**config.mk**
```make
export PLATFORM = sky130hd
export DESIGN_NAME = rv32i_instr_encoder_flat
export DESIGN_NICKNAME = d
export VERILOG_FILES = /design/src/rtl/rv32i_instr_encoder_if.sv /design/src/rtl/rv32i_instr_encoder.sv /design/src/flat_wrapper.sv
export SDC_FILE = /design/constraint.sdc
export NUM_CORES = 1
export LEC_CHECK = 0
export ABC_CLOCK_PERIOD_IN_PS = 2580
export CORE_MARGIN = 1
export CORE_UTILIZATION = 33
export CTS_BUF_LIST = sky130_fd_sc_hd__clkbuf_2
export CTS_CLUSTER_SIZE = 20
export DETAILED_ROUTE_END_ITERATION = 8
export PLACE_DENSITY_LB_ADDON = 0.05
export SLEW_MARGIN = 20
export SYNTH_ARGS = -nofsm -noshare
export SYNTH_HDL_FRONTEND = slang
export SYNTH_SLANG_ARGS = --single-unit
```
**constraint.sdc**
```tcl
create_clock -name clk -period 2.58 [get_ports clk]
set_clock_uncertainty 0.1 [all_clocks]
set_input_delay 0.258 -clock clk [delete_from_list [all_inputs] [get_ports clk]]
set_output_delay 0.258 -clock clk [all_outputs]
set_load 0.05 [all_outputs]
```
**src/rtl/rv32i_instr_encoder_if.sv**
```systemverilog
// Request and instruction-memory write bus of the RV32I instruction encoder.
// The master side issues instruction fields and plays the memory.
// The slave side is the encoder itself.
interface rv32i_instr_encoder_if;
    // request side
    logic        in_valid;
    logic        in_ready;
    logic [2:0]  fmt;
    logic [6:0]  opcode;
    logic [4:0]  rd;
    logic [2:0]  funct3;
    logic [4:0]  rs1;
    logic [4:0]  rs2;
    logic [6:0]  funct7;
    logic [31:0] imm;
    // instruction-memory write side
    logic        wr_valid;
    logic        wr_ready;
    logic [31:0] wr_addr;
    logic [31:0] wr_data;
    // status
    logic        done;
    logic        err;
    logic [7:0]  err_count;

    modport master (
        output in_valid, fmt, opcode, rd, funct3, rs1, rs2, funct7, imm, wr_ready,
        input  in_ready, wr_valid, wr_addr, wr_data, done, err, err_count
    );

    modport slave (
        input  in_valid, fmt, opcode, rd, funct3, rs1, rs2, funct7, imm, wr_ready,
        output in_ready, wr_valid, wr_addr, wr_data, done, err, err_count
    );
endinterface

```
**src/rtl/rv32i_instr_encoder.sv**
```systemverilog
// RV32I instruction encoder / program loader.
// Assembles a 32-bit instruction word from its fields and a format tag, and
// streams each legal word to instruction memory at sequential word addresses.
// A single output register holds the word in flight. It can be refilled in
// the same cycle that it drains, which gives one word per clock.
module rv32i_instr_encoder #(
    parameter logic [31:0] BASE_ADDR = 32'h0,
    parameter int unsigned DEPTH     = 64
) (
    input  logic                  clk,
    input  logic                  reset,   // synchronous, active low
    input  logic                  clear,   // synchronous restart, keeps err state
    rv32i_instr_encoder_if.slave  bus
);

    // Counters must hold DEPTH itself (up to 2^30).
    localparam int unsigned CW = 31;
    localparam logic [CW-1:0] DEPTH_C = CW'(DEPTH);

    localparam logic [2:0] FMT_R = 3'd0;
    localparam logic [2:0] FMT_I = 3'd1;
    localparam logic [2:0] FMT_S = 3'd2;
    localparam logic [2:0] FMT_B = 3'd3;
    localparam logic [2:0] FMT_U = 3'd4;
    localparam logic [2:0] FMT_J = 3'd5;

    logic          wr_valid_q, wr_valid_d;
    logic [31:0]   wr_addr_q,  wr_addr_d;
    logic [31:0]   wr_data_q,  wr_data_d;
    logic [CW-1:0] issued_q,   issued_d;
    logic [CW-1:0] written_q,  written_d;
    logic          done_q,     done_d;
    logic          err_q,      err_d;
    logic [7:0]    err_cnt_q,  err_cnt_d;

    logic [31:0] enc;
    logic        legal;
    logic        in_ready;
    logic        accept;
    logic        load;
    logic        drain;

    // Field placement for each format; this mirrors what the decoder extracts.
    always_comb begin
        enc = 32'h0;
        unique case (bus.fmt)
            FMT_R: enc = {bus.funct7, bus.rs2, bus.rs1, bus.funct3, bus.rd, bus.opcode};
            FMT_I: enc = {bus.imm[11:0], bus.rs1, bus.funct3, bus.rd, bus.opcode};
            FMT_S: enc = {bus.imm[11:5], bus.rs2, bus.rs1, bus.funct3,
                          bus.imm[4:0], bus.opcode};
            FMT_B: enc = {bus.imm[12], bus.imm[10:5], bus.rs2, bus.rs1, bus.funct3,
                          bus.imm[4:1], bus.imm[11], bus.opcode};
            FMT_U: enc = {bus.imm[31:12], bus.rd, bus.opcode};
            FMT_J: enc = {bus.imm[20], bus.imm[10:1], bus.imm[11], bus.imm[19:12],
                          bus.rd, bus.opcode};
            default: enc = 32'h0;
        endcase
    end

    // Legality: a known format, a 32-bit opcode space (low bits 11), and an
    // immediate that survives the truncation its format applies.
    // A sign-extended field shows up as all-equal upper bits.
    always_comb begin
        legal = (bus.opcode[1:0] == 2'b11);
        unique case (bus.fmt)
            FMT_R: legal = legal;
            FMT_I,
            FMT_S: legal = legal && ((&bus.imm[31:11]) || !(|bus.imm[31:11]));
            FMT_B: legal = legal && !bus.imm[0] &&
                           ((&bus.imm[31:12]) || !(|bus.imm[31:12]));
            FMT_U: legal = legal && (bus.imm[11:0] == 12'h0);
            FMT_J: legal = legal && !bus.imm[0] &&
                           ((&bus.imm[31:20]) || !(|bus.imm[31:20]));
            default: legal = 1'b0;
        endcase
    end

    // Handshakes. The request side is ready whenever the output register is
    // empty or is emptying this cycle, and words remain to be issued.
    assign in_ready = reset && !clear && (issued_q < DEPTH_C) &&
                      (!wr_valid_q || bus.wr_ready);
    assign accept   = bus.in_valid && in_ready;
    assign load     = accept && legal;
    assign drain    = wr_valid_q && bus.wr_ready;

    // Next state: drain the current word, then optionally load a fresh one.
    always_comb begin
        wr_valid_d = wr_valid_q;
        wr_addr_d  = wr_addr_q;
        wr_data_d  = wr_data_q;
        issued_d   = issued_q;
        written_d  = written_q;
        done_d     = done_q;
        err_d      = err_q;
        err_cnt_d  = err_cnt_q;

        if (drain) begin
            wr_valid_d = 1'b0;
            wr_addr_d  = wr_addr_q + 32'd4;   // natural 32-bit wrap
            written_d  = written_q + 1'b1;
            if (written_q + 1'b1 == DEPTH_C)
                done_d = 1'b1;
        end

        if (load) begin
            wr_valid_d = 1'b1;
            wr_data_d  = enc;
            issued_d   = issued_q + 1'b1;
        end

        // Illegal requests are consumed silently apart from the error record.
        if (accept && !legal) begin
            err_d     = 1'b1;
            err_cnt_d = (err_cnt_q == 8'hFF) ? 8'hFF : err_cnt_q + 8'd1;
        end
    end

    // State register: reset clears everything, clear keeps the error record.
    always_ff @(posedge clk) begin
        if (!reset) begin
            wr_valid_q <= 1'b0;
            wr_addr_q  <= BASE_ADDR;
            wr_data_q  <= 32'h0;
            issued_q   <= '0;
            written_q  <= '0;
            done_q     <= 1'b0;
            err_q      <= 1'b0;
            err_cnt_q  <= 8'h0;
        end else if (clear) begin
            wr_valid_q <= 1'b0;
            wr_addr_q  <= BASE_ADDR;
            wr_data_q  <= 32'h0;
            issued_q   <= '0;
            written_q  <= '0;
            done_q     <= 1'b0;
        end else begin
            wr_valid_q <= wr_valid_d;
            wr_addr_q  <= wr_addr_d;
            wr_data_q  <= wr_data_d;
            issued_q   <= issued_d;
            written_q  <= written_d;
            done_q     <= done_d;
            err_q      <= err_d;
            err_cnt_q  <= err_cnt_d;
        end
    end

    assign bus.in_ready  = in_ready;
    assign bus.wr_valid  = wr_valid_q;
    assign bus.wr_addr   = wr_addr_q;
    assign bus.wr_data   = wr_data_q;
    assign bus.done      = done_q;
    assign bus.err       = err_q;
    assign bus.err_count = err_cnt_q;

endmodule

```
**src/flat_wrapper.sv**
```systemverilog
// flat-port wrapper written by rule: the top's interface ports become plain ports
module rv32i_instr_encoder_flat 
#(
    parameter logic [31:0] BASE_ADDR = 32'h0,
    parameter int unsigned DEPTH     = 64
)
  (clk, reset, clear, bus_in_valid, bus_fmt, bus_opcode, bus_rd, bus_funct3, bus_rs1, bus_rs2, bus_funct7, bus_imm, bus_wr_ready, bus_in_ready, bus_wr_valid, bus_wr_addr, bus_wr_data, bus_done, bus_err, bus_err_count);
  rv32i_instr_encoder_if bus_i ();
  input  logic clk;
  input  logic reset;
  input  logic clear;
  input wire logic [$bits(bus_i.in_valid)-1:0] bus_in_valid;
  input wire logic [$bits(bus_i.fmt)-1:0] bus_fmt;
  input wire logic [$bits(bus_i.opcode)-1:0] bus_opcode;
  input wire logic [$bits(bus_i.rd)-1:0] bus_rd;
  input wire logic [$bits(bus_i.funct3)-1:0] bus_funct3;
  input wire logic [$bits(bus_i.rs1)-1:0] bus_rs1;
  input wire logic [$bits(bus_i.rs2)-1:0] bus_rs2;
  input wire logic [$bits(bus_i.funct7)-1:0] bus_funct7;
  input wire logic [$bits(bus_i.imm)-1:0] bus_imm;
  input wire logic [$bits(bus_i.wr_ready)-1:0] bus_wr_ready;
  output wire logic [$bits(bus_i.in_ready)-1:0] bus_in_ready;
  output wire logic [$bits(bus_i.wr_valid)-1:0] bus_wr_valid;
  output wire logic [$bits(bus_i.wr_addr)-1:0] bus_wr_addr;
  output wire logic [$bits(bus_i.wr_data)-1:0] bus_wr_data;
  output wire logic [$bits(bus_i.done)-1:0] bus_done;
  output wire logic [$bits(bus_i.err)-1:0] bus_err;
  output wire logic [$bits(bus_i.err_count)-1:0] bus_err_count;
  assign bus_i.in_valid = bus_in_valid;
  assign bus_i.fmt = bus_fmt;
  assign bus_i.opcode = bus_opcode;
  assign bus_i.rd = bus_rd;
  assign bus_i.funct3 = bus_funct3;
  assign bus_i.rs1 = bus_rs1;
  assign bus_i.rs2 = bus_rs2;
  assign bus_i.funct7 = bus_funct7;
  assign bus_i.imm = bus_imm;
  assign bus_i.wr_ready = bus_wr_ready;
  assign bus_in_ready = bus_i.in_ready;
  assign bus_wr_valid = bus_i.wr_valid;
  assign bus_wr_addr = bus_i.wr_addr;
  assign bus_wr_data = bus_i.wr_data;
  assign bus_done = bus_i.done;
  assign bus_err = bus_i.err;
  assign bus_err_count = bus_i.err_count;
  rv32i_instr_encoder #(.BASE_ADDR(BASE_ADDR), .DEPTH(DEPTH)) u_core (.clk(clk), .reset(reset), .clear(clear), .bus(bus_i));
endmodule
```
==> results.md <==
* Status: finished, final reports clean
* Fin crit period at 2.56 ns
* Worst-skew pair later-pin latency at 0.69 ns
* Top cells by area, synth: dfxtp_1 (41%), nor2_1 (6.9%), xor2_1 (5.1%)
* Seq/Total Area, Yosys at 0.414
* Drt wl/cell at 14.6 µm
* Hold path depth at 4
* Unrepaired setup endpoints after global routing: true
* Initial cell density of the core at 0.336
* Post-synth EDFFs at 0
* Worst EP arrival at 3.08 ns
* Ratio of cells with drive above 1 in the final layout at 0.144
* Final #Nets at 1058
* Final TNS setup at 0 ns
* Max Cap Viol at 0
* Max-slew headroom at 0.572
* Part of the cycle the worst path needs at 0.991
* # IOs at 148
* Max Clk Rate at 391 MHz
* Hold Vio Cnt, Final at 0
* Worst hold path type: input port to flop
* CTS buffer count at 17
* Routed wire length at 18500 µm
* Post-synthesis cell count at 787
* GRT Total Usage at 0.187
* Vias per cell at 4.94
* Die footprint at 20300 µm²
* Placed cells at 1219
* Setup crit end kind: flop
* Pleak at 3.18 nW
* Main flop type after synthesis: dfxtp_1
* FF+latch count, synth at 135
* Asr flop ratio synth at 0
* Initial antenna violation count at 1
* Synth unique cells at 64
* Yosys top cell by area: dfxtp_1
* Pre-CTS WS at -0.199 ns
* Pin count of the biggest net entering global routing at 47
* Post-DP Area at 8660 µm²
* Worst setup margin at 0.0245 ns
* Die height at 143 µm
* CTS tree: yes
* Worst EP required at 3.11 ns
* Worst slew pin tran at 0.636 ns
* # setup viols final at 0
* Row Count at 51
* Vias at 6231
* Total Power at 3.66 mW
* Layout Area Growth over Synthesis at 39.0%
* Worst r2r path cells at 8
* CP Launch Type: flop
* Root buffer cell: clkbuf_2
* Warnings, synthesis at 0
* Synth Area per Inst at 8.29 µm²
* 1st-pass router iterations at 4
* Slew Limit Fails at 0
* Congestion Overflow GR at 0
* Power Dens Cells at 403 nW/µm²
* Die W at 143 µm
* Post-route cell area at 9070 µm²
* Post-route ant nets at 0
* First-iteration detailed-routing DRC count at 281
* Kind of critical path: flop to flop
* Crit Path Max Fanout at 4
* Gpl congestion at 0.822
* Mapped cell area at 6530 µm²
* Highest ir drop seen on vdd at 0.267 mV
* Clock buffer depth at 2
* Htree depth at 4
* Detail Placement HPWL at 13800 µm
* Total clock sinks at 135
* Top-area cell type share of the netlist area at 0.414
* Drc violations at 0
* Clock-pin slew on the worst setup and hold paths at 0.21 ns
* # port buffers at 145
* Vias in the first global route at 6028
* Fin cells at 1261
* First-pass GRT wire length at 29900 µm
* Core Area at 19400 µm²
[report_power, final]
part	total (mW)	switching, mW	internal [mW]
clock network	1.18	0.830	0.350
registers	2.09	0.00251	2.09
logic	0.383	0.183	0.200
[critical path: stages (launching register included)]
cell and delay, ns:
dfxtp_4 0.40, ha_4 0.14, nand4_1 0.23, nor4_4 0.42, buf_4 0.20, and3_4 0.21, a31oi_4 0.07, or4_4 0.51
o31ai_4 0.23
[cell usage after synthesis (all sizes together), types with 2 or more instances]
master   count
a311oi       4
or3         16
buf         16
dfxtp      135
nand2       58
xnor2       24
clkbuf      31
nand4       25
a31oi        4
nand3       30
nor2b       23
o21a         2
o31ai        4
a221oi       5
a22oi        2
o21ai       20
ha           4
a41o         2
and3        15
mux2i        8
nor4        18
or4          3
inv          8
nor2       120
nand2b       3
nor3        21
a21oi       65
mux2         3
xor2        38
a211oi      26
and2        30
o211ai       3
o2111ai      2
o22ai        2
and4         7
[cell families after synthesis]
group / synth area share
and+or+nand+nor: 0.291
adders and majority gates: 0.00767
AOI/OAI and AO/OA: 0.144
buffers and inverters: 0.0412
muxes: 0.0174
other: 0.000575
xor gates and xnor gates: 0.0832
DFF: 0.414
[layout make-up]
| class | count | area, µm² |
|---|---|---|
| clock inverters | 15 | 129 |
| repair buffers | 222 | 2080 |
| clock buffers | 17 | 85.1 |
| inverters | 8 | 30.0 |
| multi-input cells | 598 | 3700 |
| flip-flops and latches | 135 | 2720 |
| well taps | 265 | 332 |
| fillers | 1905 | 10300 |
| diodes | 1 | 2.50 |
[worst paths after layout]
check	startpoint	endpoint	slack, ns
max	u_core.written_q[1]	u_core.bus.done	0.02
min reg2reg	u_core.bus.wr_data[5]	u_core.bus.wr_data[5]	0.36
max reg2reg	u_core.written_q[1]	u_core.bus.done	0.02
min	bus_funct3[0]	u_core.bus.wr_data[12]	0.18
[metrics by stage]
stage                     utilization  hold WS, ns
after global routing            0.467       0.0987
after floorplan                     -        0.291
after CTS                       0.461        0.101
after global placement          0.446        0.337
after detailed placement        0.446        0.342
final                           0.467        0.175
[per-layer routing]
metal / GRT usage / vias to the layer above / share of wire
li1: - / 3173 / -
met2: 0.304 / 121 / 0.47
met4: 0.0521 / 0 / 0.013
met3: 0.0456 / 16 / 0.038
met1: 0.245 / 2921 / 0.48
met5: 0 / - / 0
[repair_timing]
item	in CTS	in global routing
hold endpoints to repair	5	0
gates resized for setup	1	23
setup buffers	0	4
pin swaps	0	13
endpoints found under the setup margin	1	4
hold buffers	5	0
[state kept, by name, summed over array words and instances (netlist names)]
register and count:
u_core.bus.err 1, u_core.bus.wr_addr 30, u_core.issued_q 31, u_core.bus.err_count 8
u_core.bus.done 1, u_core.bus.wr_data 32, u_core.bus.wr_valid 1, u_core.written_q 31
[cell usage in the layout (no fill, tap or decap), types with 3 or more instances in the layout]
cell type	instances
clkdlybuf4s50_1	144
dfxtp_1	127
nor2_1	119
buf_4	70
a21oi_1	64
nand2_1	57
xor2_1	38
nand3_1	29
and2_1	29
a211oi_1	26
xnor2_1	24
nor2b_1	23
nand4_1	23
nor3_1	19
o21ai_0	18
clkbuf_2	17
or3_1	16
and3_1	14
nor4_1	12
inv_1	8
mux2i_1	8
dfxtp_2	7
nor4_4	6
and4_1	6
a221oi_1	5
dlygate4sd3_1	5
a311oi_1	4
clkinv_4	4
o211ai_1	3
mux2_2	3
a31oi_1	3
ha_1	3
inv_6	3
clkinv_2	3
buf_12	3
No activity file was read; power rests on OpenSTA's default activity.
